## src/rtl/branch_unit_pkg.sv

```systemverilog
// rtl/branch_unit_pkg.sv - shared widths, branch opcode encodings and FSM states for branch_unit
package branch_unit_pkg;

  localparam int DWORD_W  = 64;
  localparam int ADDR_W_D = 32;
  localparam int TAG_W_D  = 4;
  localparam int OP_W_D   = 6;

  typedef logic [DWORD_W-1:0]  dword_t;
  typedef logic [ADDR_W_D-1:0] addr_t;
  typedef logic [TAG_W_D-1:0]  regtag_t;
  typedef logic [OP_W_D-1:0]   sinst_t;

  localparam regtag_t UNLOCKED = '0;

  localparam sinst_t OP_BEQ  = 6'h01;
  localparam sinst_t OP_BNE  = 6'h02;
  localparam sinst_t OP_BLT  = 6'h03;
  localparam sinst_t OP_BGE  = 6'h04;
  localparam sinst_t OP_BLTU = 6'h05;
  localparam sinst_t OP_BGEU = 6'h06;
  localparam sinst_t OP_JAL  = 6'h07;
  localparam sinst_t OP_JALR = 6'h08;

  typedef enum logic [2:0] {
    S_IDLE,
    S_EXEC,
    S_WB,
    S_REDIR,
    S_DONE
  } state_t;

endpackage

```

## src/rtl/branch_alu.sv

```systemverilog
// rtl/branch_alu.sv - branch condition comparator, target adder and link value
module branch_alu
  import branch_unit_pkg::*;
#(
  parameter int XLEN   = DWORD_W,
  parameter int ADDR_W = ADDR_W_D,
  parameter int OP_W   = OP_W_D
) (
  input  logic [OP_W-1:0]   op,
  input  logic [ADDR_W-1:0] pc,
  input  logic [XLEN-1:0]   offset,
  input  logic [XLEN-1:0]   datax,
  input  logic [XLEN-1:0]   datay,
  output logic              taken,
  output logic              jump,
  output logic [ADDR_W-1:0] target,
  output logic [XLEN-1:0]   link
);

  logic [ADDR_W-1:0] jalr_sum;
  logic [ADDR_W-1:0] pc_plus4;

  assign jalr_sum = ADDR_W'(datax + offset);
  assign pc_plus4 = pc + ADDR_W'(4);
  assign link     = {{(XLEN-ADDR_W){1'b0}}, pc_plus4};

  always_comb begin
    taken = 1'b0;
    jump  = 1'b0;
    case (op)
      OP_W'(OP_BEQ):  taken = (datax == datay);
      OP_W'(OP_BNE):  taken = (datax != datay);
      OP_W'(OP_BLT):  taken = ($signed(datax) <  $signed(datay));
      OP_W'(OP_BGE):  taken = ($signed(datax) >= $signed(datay));
      OP_W'(OP_BLTU): taken = (datax <  datay);
      OP_W'(OP_BGEU): taken = (datax >= datay);
      OP_W'(OP_JAL), OP_W'(OP_JALR): begin
        taken = 1'b1;
        jump  = 1'b1;
      end
      default: taken = 1'b0;
    endcase
  end

  // JALR targets a register-relative address with bit0 forced low
  assign target = (op == OP_W'(OP_JALR)) ? (jalr_sum & ~ADDR_W'(1))
                                         : (pc + offset[ADDR_W-1:0]);

endmodule

```

## src/rtl/branch_unit.sv

```systemverilog
// rtl/branch_unit.sv - branch resolution FSM with link writeback, redirect handshake and taken counter
module branch_unit
  import branch_unit_pkg::*;
#(
  parameter int XLEN   = DWORD_W,
  parameter int ADDR_W = ADDR_W_D,
  parameter int TAG_W  = TAG_W_D,
  parameter int OP_W   = OP_W_D
) (
  input  logic              clk,
  input  logic              rst,
  input  logic              rdy,
  input  logic              flush,
  input  logic              rs_busy,
  input  logic [OP_W-1:0]   rs_op,
  input  logic [ADDR_W-1:0] rs_pc,
  input  logic [XLEN-1:0]   rs_offset,
  input  logic [TAG_W-1:0]  rs_tagx,
  input  logic [TAG_W-1:0]  rs_tagy,
  input  logic [XLEN-1:0]   rs_datax,
  input  logic [XLEN-1:0]   rs_datay,
  input  logic [TAG_W-1:0]  rs_tagw,
  output logic              rs_ack,
  output logic              wb_valid,
  input  logic              wb_grant,
  output logic [TAG_W-1:0]  wb_tag,
  output logic [XLEN-1:0]   wb_data,
  output logic              redir_valid,
  input  logic              redir_ready,
  output logic [ADDR_W-1:0] redir_pc,
  output logic              misalign,
  output logic [31:0]       taken_cnt
);

  state_t state, state_nxt;

  logic [OP_W-1:0]   op_q;
  logic [ADDR_W-1:0] pc_q;
  logic [XLEN-1:0]   offset_q, datax_q, datay_q;
  logic [TAG_W-1:0]  tagw_q;
  logic              mis_q;

  logic              taken, jump;
  logic [ADDR_W-1:0] target;
  logic [XLEN-1:0]   link;
  logic              exec_fire;

  branch_alu #(.XLEN(XLEN), .ADDR_W(ADDR_W), .OP_W(OP_W)) u_alu (
    .op     (op_q),
    .pc     (pc_q),
    .offset (offset_q),
    .datax  (datax_q),
    .datay  (datay_q),
    .taken  (taken),
    .jump   (jump),
    .target (target),
    .link   (link)
  );

  // flush kills regardless of stall; every other move waits for rdy
  always_comb begin
    state_nxt = state;
    if (flush) begin
      state_nxt = S_IDLE;
    end else if (rdy) begin
      case (state)
        S_IDLE:  if (rs_busy && rs_tagx == TAG_W'(UNLOCKED) && rs_tagy == TAG_W'(UNLOCKED))
                   state_nxt = S_EXEC;
        S_EXEC:  if (jump)                       state_nxt = S_WB;
                 else if (taken && !target[1])   state_nxt = S_REDIR;
                 else                            state_nxt = S_DONE;
        S_WB:    if (wb_grant)    state_nxt = mis_q ? S_DONE : S_REDIR;
        S_REDIR: if (redir_ready) state_nxt = S_DONE;
        S_DONE:  state_nxt = S_IDLE;
        default: state_nxt = S_IDLE;
      endcase
    end
  end

  assign exec_fire = (state == S_EXEC) && rdy && !flush;

  always_ff @(posedge clk or negedge rst) begin
    if (!rst) begin
      state     <= S_IDLE;
      op_q      <= '0;
      pc_q      <= '0;
      offset_q  <= '0;
      datax_q   <= '0;
      datay_q   <= '0;
      tagw_q    <= '0;
      mis_q     <= 1'b0;
      wb_tag    <= '0;
      wb_data   <= '0;
      redir_pc  <= '0;
      taken_cnt <= '0;
    end else begin
      state <= state_nxt;
      if (state == S_IDLE && state_nxt == S_EXEC) begin
        op_q     <= rs_op;
        pc_q     <= rs_pc;
        offset_q <= rs_offset;
        datax_q  <= rs_datax;
        datay_q  <= rs_datay;
        tagw_q   <= rs_tagw;
      end
      // results are frozen on EXEC exit so the handshakes see stable values
      if (exec_fire) begin
        wb_tag   <= tagw_q;
        wb_data  <= link;
        redir_pc <= target;
        mis_q    <= taken & target[1];
      end
      if (state == S_REDIR && state_nxt == S_DONE)
        taken_cnt <= taken_cnt + 32'd1;
    end
  end

  assign rs_ack      = (state == S_DONE);
  assign misalign    = (state == S_DONE) && mis_q;
  assign wb_valid    = (state == S_WB);
  assign redir_valid = (state == S_REDIR);

endmodule

```

## config.mk

```make
export PLATFORM = sky130hd
export DESIGN_NAME = branch_unit
export DESIGN_NICKNAME = d
export VERILOG_FILES = /design/src/rtl/branch_unit_pkg.sv /design/src/rtl/branch_alu.sv /design/src/rtl/branch_unit.sv
export SDC_FILE = /design/constraint.sdc
export NUM_CORES = 1
export LEC_CHECK = 0
export ABC_AREA = 1
export CAP_MARGIN = 5
export CORE_MARGIN = 3
export CORE_UTILIZATION = 40
export DETAILED_ROUTE_END_ITERATION = 12
export HOLD_SLACK_MARGIN = 0.12
export PLACE_DENSITY_LB_ADDON = 0.25
export SYNTH_ARGS = -nofsm -noshare
export SYNTH_HDL_FRONTEND = slang
export SYNTH_HIERARCHICAL = 1
export SYNTH_SLANG_ARGS = --single-unit
```

## constraint.sdc

```tcl
create_clock -name clk -period 5.77 [get_ports clk]
set_clock_uncertainty 0.2 [all_clocks]
set_input_delay 0.8655 -clock clk [delete_from_list [all_inputs] [get_ports clk]]
set_output_delay 0.8655 -clock clk [all_outputs]
set_load 0.01 [all_outputs]
```

# [Word-level counts from Yosys, hierarchy flattened]
# Index checks and enable logic that the tools add are counted.
# Widths: inputs -> output; s select.
[word_totals] wordCells=63 register_bits=306 out_inout_bits=136
[classes] n_eq_ne=16 n_lt_le_gt_ge=4 add_sub_neg=4 n_bitwise=1 reduce_logical=14 n_mux=12
[ops] operator="$ge 64x64->1" count=2
[ops] operator="$lt 64x64->1" count=2
[ops] operator="$add 32x32->32" count=2
[ops] operator="$eq 64x64->1" count=1
[ops] operator="$ne 64x64->1" count=1
[ops] operator="$add 32x1->32 const B" count=1
[ops] operator="$add 32x3->32 const B" count=1
[ops] operator="$mux 32" count=1
[ops] operator="$eq 6x3->1 const B" count=4
[ops] operator="$mux 3" count=8
[ops] operator="$eq 6x2->1 const B" count=2
[ops] operator="$pmux 3 s4" count=1
[ops] operator="$logic_and 1x1->1" count=8
[ops] operator="$logic_not 4->1" count=2
[ops] operator="$pmux 1 s7" count=1
[ops] operator="$eq 3x1->1 const B" count=2
[ops] operator="$eq 3x2->1 const B" count=2
[ops] operator="$eq 3x3->1 const B" count=2
[ops] operator="$eq 6x1->1 const B" count=1
[ops] operator="$eq 6x4->1 const B" count=1
[ops] operator="$logic_not 3->1" count=1
[ops] operator="$logic_not 1->1" count=2
[ops] operator="$reduce_or 2->1" count=1
[ops] operator="$and 1x1->1" count=1
[ops] operator="$mux 1" count=1

# [Longest topological paths before layout]
[logic_depth] ltp_word=11 ltp_mapped=27 ltp_nobuf=25

# [Cells and area by module]
# Netlist, hierarchy kept.
[by_module_without_submodules] mod="branch_unit" seq_area_each_um2=9258.9 area_per_inst_um2=15210.8 instances=1 cells_each=1795
[by_module_without_submodules] mod="branch_alu" seq_area_each_um2=0.0 area_per_inst_um2=6608.8 instances=1 cells_each=1179

# [Least setup slack after synthesis]
# Ideal clock, no wire load.
[synth_path] path_type="reg2reg" startpoint="register datax_q[63]" endpoint="register datax_q[0]" t_required_ns=5.449 setup_ns=0.121 period_less_slack_ns=2.916 path_stages_with_launch=23 path_slack_ns=2.854 arrival_ns=2.595 cell_sequence="dfrtp_1 > ha_1 > nand2_1 > inv_1 > nand3_1 > nor3_1 > nand2_1 > inv_1 > nand3_1 > nand2_1 > nand2_1 > nor2_1 > nand2_1 > nor2_1 > nand3_1 > nand3b_1 > nor2_1 > nor2_1 > nand3_2 > nand3_4 > buf_2 > buf_2 > o21ai_1"
[synth_between] elab_chain_cells=10 elab_cells_between_ends=15 cone_classes="order compare (4); eq/ne (3); mux (6); reduce/logical (2)"
[synth_rtl] item="start, declared" line_no="branch_unit.sv:39" rtl="logic [XLEN-1:0] offset_q, datax_q, datay_q;"
[synth_rtl] item="start signal, assigned" line_no="branch_unit.sv:102" rtl="datax_q <= rs_datax;"
[synth_rtl] item="$ge 64x64->1 (tied with other cells)" line_no="branch_alu.sv:36" rtl="OP_W'(OP_BGEU): taken = (datax >= datay);"
[synth_rtl] item="$pmux 1 s7 (*)" line_no="branch_alu.sv:30" rtl="case (op)"
[synth_rtl] item="net taken" line_no="branch_unit.sv:43" rtl="logic taken, jump;"
[synth_rtl] item="$logic_and 1x1->1 (*)" line_no="branch_unit.sv:70" rtl="else if (taken && !target[1]) state_nxt = S_REDIR;"
[synth_rtl] item="$mux 3 (*)" line_no="branch_unit.sv:70"
[synth_rtl] item="$mux 3 (*)" line_no="branch_unit.sv:69" rtl="S_EXEC: if (jump) state_nxt = S_WB;"
[synth_rtl] item="$pmux 3 s4 (*)" line_no="branch_unit.sv:66" rtl="case (state)"
[synth_rtl] item="$mux 3 (*)" line_no="branch_unit.sv:65" rtl="end else if (rdy) begin"
[synth_rtl] item="$mux 3 (*)" line_no="branch_unit.sv:63" rtl="if (flush) begin"
[synth_rtl] item="$eq 3x1->1 (*)" line_no="branch_unit.sv:98" rtl="if (state == S_IDLE && state_nxt == S_EXEC) begin"
[synth_rtl] item="$logic_and 1x1->1 (*)" line_no="branch_unit.sv:98"
# Mark *: on every way through the listed nets, which the timed path passes. The rest lies on a longest branch.
# A chain may end at the register's enable or synchronous reset.

# [Final worst setup path]
[layout_path] startpoint="register datax_q[63]" endpoint="register datax_q[56]"
# Same word-level chain as after synthesis.

==> reports/metrics.cfg <==
[clocking]
ctsResizeCount = 0
cts_tree = done
clkSinkCount = 338
clock_latency_ps = 570
cts_hold_buf = 1
cts_buffers = 40
clk_pin_slew_ps = 60
postCtsSetupBuffers = 0
cts_max_level = 2
clockBufferDepth = 3
ctsRootBufferMaster = clkbuf_16

[routing]
avgRoutedWirePerCell_um = 15.6
drtIter0Drc = 1306
drt-total-wl_um = 60600
drc = 0
viasPerCell = 4.82
via_count = 18700
ant_nets = 0
dr.pass1.iters = 5

[setup_path]
end_kind = register
critPathKind = register to register
crit_fanout = 48
cp-startpoint = datax_q[63]$_DFFE_PN0P_
timing.rr.start = datax_q[63]$_DFFE_PN0P_
start_kind = register
arrival_ps = 4530
critPathRequiredTime_ps = 6040

[placement]
place_congestion = 0.969
pre_cts_ws_ps = 1510
dp_hpwl_um = 47300
io_buffers = 352

[die]
die_h_um = 233
placementRows = 82
die_area_um2 = 54200
initial_core_util = 0.408
core_um2 = 50500
ios = 385
die_x_um = 233

[power_and_ir_drop]
power_density_nw_per_um2 = 407
ir_drop_v = 0.000190
p_leak_nw = 13.5

[synth]
avgSynthCellArea_um2 = 7.25
yosysWarnings = 6
synthCells = 2841
synth_area_um2 = 20600

[run_status]
status = complete, no violations

[sta]
slew-limit-headroom = 0.343
setup_violations = 0
setup_tns_ps = 0
post-route-period-util = 0.737
slew_viol_final = 0
whs_ps = 267
tightest_slew_ps = 985
max_freq_ghz = 0.235
layout_setup_ws_ps = 1520
hold_viol_final = 0
rsz0062_at_grt = no
period_minus_slack_ps = 4250

[layout]
fillers = 4975
nNetsFinal = 3550
fin_util = 0.515
drive_gt1_frac = 0.0353
synthToLayoutAreaGrowth_pct = 26.2

[global_routing]
grt_overflow = 0
grt_pass1_wl_um = 96200
antenna_found_initial = 6
grt_max_degree = 145
grt_pass1_vias = 18100
grt_usage = 0.223

[worst_hold_path]
hold_class = register to register
hold_path.startpoint = redir_pc[30]$_DFFE_PN0P_

[flow_run]
max_cap_violations = 0

## cell type report
cell class	count	area [um2]	area share
Timing Repair Buffer	371	3750	0.144
Inverter	417	1570	0.0603
Multi-Input combinational cell	2004	10000	0.386
Clock inverter	12	120	0.00462
Sequential cell	338	8460	0.325
Antenna cell	6	15.0	0.000578
Tap cell	672	841	0.0324
Clock buffer	61	1200	0.0462
## state kept, by name (all words and copies together) (netlist names)
name and count:
redir_pc 32, taken_cnt 32, state 3, op_q 6, pc_q 32, mis_q 1, wb_data 64, datax_q 64
tagw_q 4, datay_q 64, wb_tag 4, offset_q 32
## worst max-delay path, stage by stage (launching register included)
cell and delay, ps:
dfrtp_1 390, ha_1 420, nand2_1 80, inv_1 60
nand3_1 130, nor3_1 410, nand2_1 90, inv_1 100
nand3_1 130, nand2_1 90, nand2_1 50, nor2_1 90
nand2_1 60, nor2_1 100, nand3_1 150, nand3b_1 130
nor2_1 50, nor2_1 110, nand3_2 120, nand3_4 480
buf_4 480, nand2_1 110, o21ai_1 100
## per-stage QoR
| step | std cells | total power [mW] | instance area (um2) |
|---|---|---|---|
| after floorplan | 2872 | 6.31 | 20700 |
| after global placement | 3801 | 7.96 | 24600 |
| after detailed placement | 3801 | 8.06 | 24600 |
| after CTS | 3875 | 10.7 | 26000 |
| after global routing | 3879 | 11.5 | 26000 |
| final | 3881 | 10.6 | 26000 |
## report_power, final
group          internal, mW  leakage, nW  switching (mW)
combinational          1.86         8.53            2.51
sequential             3.05         4.31           0.629
clock                  1.53        0.654            1.01
## worst paths after layout
| kind | end | slack (ps) | cells after the start |
|---|---|---|---|
| setup / recovery | datax_q[56]$_DFFE_PN0P_ | 1520 | 22 |
| hold / removal | redir_pc[30]$_DFFE_PN0P_ | 270 | 2 |
| setup reg to reg | datax_q[56]$_DFFE_PN0P_ | 1520 | 22 |
| hold reg to reg | redir_pc[30]$_DFFE_PN0P_ | 270 | 2 |
| max in group asynchronous | datax_q[51]$_DFFE_PN0P_ | 3600 | 3 |
| min in group asynchronous | taken_cnt[1]$_DFFE_PN0P_ | 560 | 2 |
## layout by cell type (no fill, tap or decap), types with 7 or more instances in the layout
| master | count |
|---|---|
| a21boi_0 | 8 |
| a21o_1 | 14 |
| a21oi_1 | 126 |
| buf_4 | 12 |
| clkbuf_1 | 10 |
| clkbuf_16 | 41 |
| clkbuf_8 | 10 |
| clkdlybuf4s50_1 | 351 |
| clkinv_2 | 8 |
| conb_1 | 32 |
| dfrtp_1 | 338 |
| ha_1 | 127 |
| inv_1 | 411 |
| nand2_1 | 982 |
| nand3_1 | 78 |
| nand3b_1 | 12 |
| nand4_1 | 15 |
| nor2_1 | 162 |
| nor3_1 | 31 |
| o21ai_0 | 130 |
| o21ai_1 | 168 |
| o21bai_1 | 7 |
| xnor2_1 | 14 |
| xor2_1 | 43 |
## metal layers
layer  wire length, um  vias to the layer above  share of wire  global-route usage
met3              2990                       84          0.049              0.0309
met4              1590                        0          0.026              0.0697
met1             28000                     8597           0.46               0.311
li1                  -                     9577              -                   -
met5                 0                        -              0                   0
met2             28000                      442           0.46               0.361
(Power assumes the default switching activity.)
